===== config.mk =====
export PLATFORM = sky130hd
export DESIGN_NAME = audio_sample_feeder
export DESIGN_NICKNAME = d
export VERILOG_FILES = /design/src/rtl/audio_sample_feeder.sv
export SDC_FILE = /design/constraint.sdc
export NUM_CORES = 1
export LEC_CHECK = 0
export BUFFER_PORTS_ARGS = -buffer_cell sky130_fd_sc_hd__buf_4
export CORE_MARGIN = 1
export CORE_UTILIZATION = 35
export CTS_CLUSTER_SIZE = 14
export DETAILED_ROUTE_END_ITERATION = 16
export GPL_TIMING_DRIVEN = 1
export PLACE_DENSITY = 0.55
export SKIP_LAST_GASP = 1
export SLEW_MARGIN = 20
export SYNTH_ARGS = -nofsm -noshare
export SYNTH_HDL_FRONTEND = slang
export SYNTH_SLANG_ARGS = --single-unit

===== constraint.sdc =====
create_clock -name clk -period 4.7 [get_ports clk]
set_input_delay 0.47 -clock clk [delete_from_list [all_inputs] [get_ports clk]]
set_output_delay 0.47 -clock clk [all_outputs]
set_load 0.03 [all_outputs]

===== src/rtl/audio_sample_feeder.sv =====
// Sample-rate pacing FIFO feeding the audio DAC stage.
// Ports: clk/rst (sync, active-high); in_data/in_valid/in_ready push side;
//   enable, volume, underrun_clr controls; pcm_out/sample_tick DAC side;
//   level FIFO occupancy; underrun sticky empty-at-strobe flag.
module audio_sample_feeder #(
  parameter int CLK_DIV = 3125,
  parameter int DEPTH   = 64,
  parameter int ADDR_W  = 6
) (
  input  logic              clk,
  input  logic              rst,
  input  logic [15:0]       in_data,
  input  logic              in_valid,
  output logic              in_ready,
  input  logic              enable,
  input  logic [2:0]        volume,
  input  logic              underrun_clr,
  output logic [15:0]       pcm_out,
  output logic              sample_tick,
  output logic [ADDR_W:0]   level,
  output logic              underrun
);

  localparam int DIV_W = (CLK_DIV > 1) ? $clog2(CLK_DIV) : 1;
  localparam logic [DIV_W-1:0]  DIV_MAX = DIV_W'(CLK_DIV - 1);
  localparam logic [ADDR_W:0]   FULL    = (ADDR_W + 1)'(DEPTH);

  logic [15:0]        r_mem [DEPTH];
  logic [ADDR_W-1:0]  r_wptr;
  logic [ADDR_W-1:0]  r_rptr;
  logic [ADDR_W:0]    r_level;
  logic [DIV_W-1:0]   r_div;
  logic [15:0]        r_pcm;
  logic               r_tick;
  logic               r_under;

  logic               w_wr;
  logic               w_strobe;
  logic               w_pop;
  logic               w_empty_hit;
  logic signed [15:0] w_shift;

  assign in_ready    = (r_level != FULL);
  assign w_wr        = in_valid && in_ready;
  assign w_strobe    = enable && (r_div == DIV_MAX);
  assign w_pop       = w_strobe && (r_level != '0);
  assign w_empty_hit = w_strobe && (r_level == '0);
  assign w_shift     = $signed(r_mem[r_rptr]) >>> volume;

  // Storage carries no reset; pointers define what is valid.
  always_ff @(posedge clk) begin
    if (w_wr) r_mem[r_wptr] <= in_data;
  end

  always_ff @(posedge clk) begin
    if (rst) begin
      r_wptr  <= '0;
      r_rptr  <= '0;
      r_level <= '0;
      r_div   <= '0;
      r_pcm   <= 16'h8000;
      r_tick  <= 1'b0;
      r_under <= 1'b0;
    end else begin
      if (w_wr)  r_wptr <= r_wptr + ADDR_W'(1);
      if (w_pop) r_rptr <= r_rptr + ADDR_W'(1);

      case ({w_wr, w_pop})
        2'b10:   r_level <= r_level + (ADDR_W + 1)'(1);
        2'b01:   r_level <= r_level - (ADDR_W + 1)'(1);
        default: r_level <= r_level;
      endcase

      if (!enable || w_strobe) r_div <= '0;
      else                     r_div <= r_div + DIV_W'(1);

      r_tick <= w_strobe;

      // Flipping the sign bit maps two's complement to offset binary.
      if (!enable)    r_pcm <= 16'h8000;
      else if (w_pop) r_pcm <= {~w_shift[15], w_shift[14:0]};

      // A new underrun outranks a simultaneous clear.
      if (w_empty_hit)       r_under <= 1'b1;
      else if (underrun_clr) r_under <= 1'b0;
    end
  end

  assign pcm_out     = r_pcm;
  assign sample_tick = r_tick;
  assign level       = r_level;
  assign underrun    = r_under;

endmodule


==> flow_summary_export.csv, run 1 <==
group,metric,value,unit
die,io_pins,50,
clocking,clkTransAtPathRegs,0.06,ns
flow_run,drv_cap,0,
yosys,ys_top_cells_by_area,"edfxtp_1, mux4_2, dfxtp_1",
die,initial_core_util,35.5,%
yosys,ys_seq_elements,1079,
timing,setup_tns,0,ns
timing,min_period,3.99,ns
layout,final.fill_count,10731,
layout,regArea,0.0319,mm2
layout,drive_gt1_share,24.3,%
power,p_int,0.0157,W
worst_setup_path,startpoint_type,"flip-flop",
status,status,"finished, final reports clean",
yosys,syn_area_per_cell,19.6,um2
yosys,syn_nets,2211,
die,die_w,351,um
timing,worst_pin_slew,1.12,ns
layout,syn_to_final_growth,14.5,%
die,row_count,127,
clocking,cts_tree,"built",
worst_setup_path,crit_fanout,15,
yosys,postSynthCellCount,2180,
clocking,cts_hold_buf,0,
timing,rsz0062_at_grt,"false",
layout,fin_util,40.6,%
die,die_y,351,um
yosys,yosysSeqAreaShare,74.6,%
clocking,numCtsBuffers,110,
timing,fmaxAchievable,251,MHz
timing,setup_violations,0,
clocking,postCtsSetupBuffers,0,
layout,fin_area,0.0489,mm2
yosys,ys_types,80,
timing,slew_headroom,24.7,%
worst_setup_path,crit_arrival,4.54,ns
route,ant_nets,0,
clocking,clockBufferDepth,3,
global_routing,antenna_found_initial,2,
die,core-area,0.120,mm2
yosys,async_reset_ff_share,0,%
timing,timing.final.crit_share,84.9,%
route,routed-via-count,22545,
yosys,yosysTopAreaCellShare,72.0,%
route,avgViaCountPerCell,5.59,
worst_setup_path,required,5.25,ns
route,top_layer,"met5",
global_routing,grt-ovfl-total,0,
placement,globalplace.congestion,0.939,
layout,nNetsFinal,2367,
power,switching_share,20.0,%
route,drt_wl_total,120,mm
yosys,yosysWarnings,0,
global_routing,grt_usage,19.5,%
timing,drv_slew,0,
layout,multi_input_area,0.0101,mm2
clocking,insertion_delay,0.69,ns
timing,skew,0.0280,ns
route,drt_iter0_drc,2718,
global_routing,grt_pass1_wl,169,mm
clocking,cts.sink_count,1079,
power,combPwrFrac,2.0,%
yosys,ys.flop_type,"edfxtp_1",
route,dr_wl_met2,56.4,mm
power,total_leakage_power,15.0,nW
power,clockPowerShare,44.1,%
die,floorplan.die_area,0.123,mm2
route,drtPass1Iterations,5,
yosys,yosysTopAreaCell,"edfxtp_1",
route,m1WireLength,51.4,mm
layout,mostFrequentLayoutCells,"edfxtp_1, mux4_2, buf_4",
min_path,min_path_type,"input port to flip-flop",
power,pwr-share-seq,53.9,%
global_routing,grt_max_degree,67,
global_routing,grt_pass1_vias,22024,
placement,hpwlAfterDp,73.1,mm
power,irDropWorstVdd,0.349,mV
route,wl_per_cell,29.8,um
yosys,netlist_area,0.0427,mm2
yosys,synth-edff-count,1024,
worst_setup_path,worst_setup_path_end_kind,"flip-flop",
layout,layout_commonest_cell,"edfxtp_1",
clocking,cts_root_buf,"clkbuf_16",
clocking,htree_levels,3,
route,drc,0,
placement,numPortBuffers,49,
timing,hold_violations,0,
power,power.density,400,mW/mm2
placement,placed_cell_area,0.0454,mm2
route,wl_met3,8.66,mm
worst_setup_path,path_class,"flip-flop to flip-flop",
power,p_switching,0.00392,W
clocking,cts_resized,0,
-- cell usage after synthesis (all sizes together), types with 6 or more instances --
library cell  instances
a221oi               25
o22ai                12
nor2b                14
mux4                240
o31ai                 6
mux2                 10
a31oi                 8
xor2                 18
or3                  10
o21ai                36
nor2                121
nand3                54
nor3                 15
o221ai                7
edfxtp             1024
xnor2                 7
and3                 11
a22oi                38
and2                 10
buf                  75
mux2i                73
nand2b               15
clkbuf               46
dfxtp                55
nand2                89
a21oi                42
or2                   6
o211ai               11
ha                    7
o2111ai               6
inv                  12
-- worst max-delay path: stages (launching register included) --
cell and delay [ns]:
dfxtp_1 0.36, or4_1 0.51, nor3_1 0.27, and3_1 0.29, ha_1 0.52, xor2_1 0.13
ha_1 0.20, a21oi_1 0.26, o21ai_0 0.17, a221oi_1 0.48, o21bai_1 0.16, a222oi_1 0.27
or3_1 0.16, a21oi_1 0.06
-- layer usage --
layer / up-vias / track usage [%]
met3: 179 / 3.43
met4: 2 / 6.56
met5: - / 0
met2: 982 / 30.3
li1: 9317 / -
met1: 12065 / 27.5
-- kinds of logic after synthesis --
| family | after synthesis | share of synthesized area [%] |
|---|---|---|
| AO/OA/AOI/OAI | 242 | 4.04 |
| XOR/XNOR | 25 | 0.513 |
| adder cells (fa/ha/maj) | 7 | 0.205 |
| buffers and inverters | 138 | 1.99 |
| flip-flops | 1079 | 74.6 |
| multiplexers | 323 | 14.7 |
| AND/OR/NAND/NOR | 366 | 3.99 |
-- power groups by stage --
stage,clock (W),sequential (W),combinational (W)
after global routing,0.00916,0.0106,0.000411
after floorplan,0,0.0108,0.000121
after CTS,0.00880,0.0106,0.000391
after global placement,0,0.0108,0.000373
final,0.00864,0.0106,0.000389
after detailed placement,0,0.0108,0.000389
-- layout make-up --
class | instances | area share (%)
flip-flops and latches | 1079 | 65.1
clock buffers | 132 | 5.88
diodes | 1 | 0.00512
inverters | 17 | 0.130
repair buffers | 165 | 2.81
clock inverters | 67 | 1.34
multi-input cells | 963 | 20.6
well taps | 1612 | 4.12
-- final timing paths --
kind,from,endpoint,slack [ns],depth (start not counted)
worst max-delay path,r_div[3],level[6],0.71,13
worst min-delay path,underrun_clr,underrun,0.07,4
worst max register to register,r_div[3],level[6],0.71,13
worst min register to register,pcm_out[14],pcm_out[14],0.47,2
-- metrics by stage --
| stage | instances | hold WS [ns] | power [W] | worst slack, ns |
|---|---|---|---|---|
| finish | 4036 | 0.0673 | 0.0196 | 0.710 |
| global route | 4035 | 0.0817 | 0.0201 | 0.443 |
| CTS | 4035 | 0.0370 | 0.0197 | 0.792 |
| detailed placement | 3836 | 0.463 | 0.0112 | 0.822 |
| global placement | 3836 | 0.445 | 0.0111 | 0.877 |
| floorplan | 2180 | 0.460 | 0.0109 | 0.934 |
-- flip-flops by register name, indices dropped and copies added (netlist names), named ones only --
name	cells
r_mem	1024
pcm_out	16
level	7
underrun	1
sample_tick	1
r_wptr	6
r_rptr	6
r_div	12
(Power assumes the default switching activity.)
==> run 2, diff against run 1 <==
Settings changed: PLACE_DENSITY 0.55 to 0.57.
Clock period 4.7 ns to 3.6 ns, I/O delays scaled along.
==> run 2 against run 1 <==
  * The flow now finishes with violations (negative setup slack)
  * Non-clock buffer count up 73
  * Critical path depth down 1
  * Cell count up 1.9%
  * First-iteration DRC count down 8.9%
  * Clock power up 31%
  * Utilization up 0.59 points
  * Sequential share of layout area down 0.94 points
  * Via count up 0.90%
  * Clock skew up 0.025 ns
  * Register-to-register slack worse by 0.78 ns
  * Critical path type unchanged
==> flow_summary_export.csv, run 2 (synthesized netlist as in run 1, its figures left out) <==
group,metric,value,unit
power,power.density,515,mW/mm2
timing,timing.final.crit_share,102,%
timing,drv_slew,0,
global_routing,grt_pass1_vias,22770,
route,drt_iter0_drc,2475,
placement,dp_cells,3902,
layout,nNetsFinal,2439,
worst_setup_path,startpoint_type,"flip-flop",
global_routing,grt-ovfl-total,0,
worst_setup_path,path_class,"flip-flop to flip-flop",
timing,setup_ws,-0.0656,ns
timing,slew_headroom,34.4,%
timing,worst_pin_slew,0.974,ns
layout,layout_commonest_cell,"edfxtp_1",
clocking,cts_tree,"built",
placement,globalplace.congestion,0.945,
placement,numPortBuffers,49,
power,irDropWorstVdd,0.441,mV
layout,final_cells,4112,
timing,setup_tns,-0.0656,ns
route,drc,0,
placement,hpwlAfterDp,74.1,mm
layout,largest_reg_flops,1024,
clocking,numCtsBuffers,109,
global_routing,grt_pass1_wl,170,mm
status,violations,"negative setup slack",
timing,fmaxAchievable,273,MHz
worst_setup_path,required,4.16,ns
status,status,"complete, but fails checks",
timing,holdWs,0.0828,ns
die,initial_core_util,35.5,%
global_routing,grt_max_degree,65,
global_routing,grt_usage,19.5,%
layout,top_register,"r_mem",
layout,fin_util,41.2,%
route,drtPass1Iterations,6,
layout,mostFrequentLayoutCells,"edfxtp_1, mux4_2, buf_4",
die,core-area,0.120,mm2
clocking,clkTransAtPathRegs,0.07,ns
timing,hold_violations,0,
clocking,cts.sink_count,1079,
timing,skew,0.0530,ns
die,die_y,351,um
timing,min_period,3.67,ns
die,io_pins,50,
timing,rsz0062_at_grt,"true",
worst_setup_path,crit_fanout,24,
power,total_leakage_power,15.5,nW
placement,place_ws,0.00988,ns
die,floorplan.die_area,0.123,mm2
timing,setup_violations,1,
clocking,insertion_delay,0.72,ns
worst_setup_path,crit_arrival,4.22,ns
clocking,htree_levels,3,
layout,syn_to_final_growth,16.2,%
layout,drive_gt1_share,26.4,%
route,routed-via-count,22747,
worst_setup_path,worst_setup_path_end_kind,"flip-flop",
route,drt_wl_total,120,mm
clocking,clockBufferDepth,3,
clocking,cts_root_buf,"clkbuf_16",
flow_run,drv_cap,0,
route,ant_nets,0,
min_path,worstHoldStart,"in_valid",
route,wl_per_cell,29.1,um
global_routing,antenna_found_initial,4,
route,avgViaCountPerCell,5.53,
die,row_count,127,
min_path,min_path_type,"input port to flip-flop",
die,die_w,351,um
[run 2: changes by cell type in the layout (fill, tap and decap cells not counted), moves of 3 or more]
cell / previous run / this run
buf_4: 154 / 212
buf_12: 11 / 23
nor2_1: 110 / 118
diode_2: 1 / 7
nor2_2: 9 / 3
clkbuf_1: 20 / 15
clkinv_2: 17 / 21
clkinv_16: 0 / 3
dlygate4sd3_1: 0 / 3
[run 2: layout make-up]
| type | instances | area, um2 |
|---|---|---|
| multi-input cells | 963 | 10000 |
| repair buffers | 238 | 2080 |
| clock inverters | 71 | 739 |
| clock buffers | 125 | 2810 |
| inverters | 17 | 63.8 |
| fillers | 10728 | 70800 |
| diodes | 7 | 17.5 |
| flip-flops and latches | 1079 | 31900 |
| well taps | 1612 | 2020 |
[run 2: metrics by stage]
step	total power, W	cell area [um2]
floorplan	0.0142	42700
global placement	0.0145	46000
detailed placement	0.0146	46000
CTS	0.0258	49600
global route	0.0262	49600
finish	0.0255	49600
[run 2: timing repair]
item	in CTS	in global routing
hold buffers	3	0
resized for setup	0	3
endpoints found under the hold margin	11	0
buffers inserted	4	0
cloned	0	0
endpoints found under the setup margin	1	3
[run 2: power breakdown]
group          internal (W)  switching [W]  total, W
Clock               0.00645        0.00480    0.0113
Combinational      0.000113       0.000390  0.000503
Sequential           0.0138      0.0000198    0.0138
[run 2: final timing paths]
check,to,slack [ns],cells past startpoint
min reg2reg,underrun,0.46,2
min,r_wptr[0],0.08,4
max reg2reg,pcm_out[1],-0.07,12
max,pcm_out[1],-0.07,12
[run 2: layer usage]
metal | GRT usage [%] | up-vias | wire, um
li1 | - | 9465 | -
met1 | 26.9 | 12128 | 50300
met2 | 31.1 | 971 | 56700
met3 | 3.60 | 183 | 9030
met4 | 6.09 | 0 | 3600
met5 | 0 | - | 0
[run 2: worst max-delay path, cell delays in order (launching register included)]
cell and delay, ns:
dfxtp_4 0.39, buf_12 0.15, buf_12 0.22, buf_4 0.21, mux4_2 0.51, mux2i_1 0.34, o21ai_0 0.42, a21o_1 0.30
o32ai_1 0.14, o32ai_1 0.15, o31ai_1 0.41, buf_4 0.19, a21oi_1 0.06
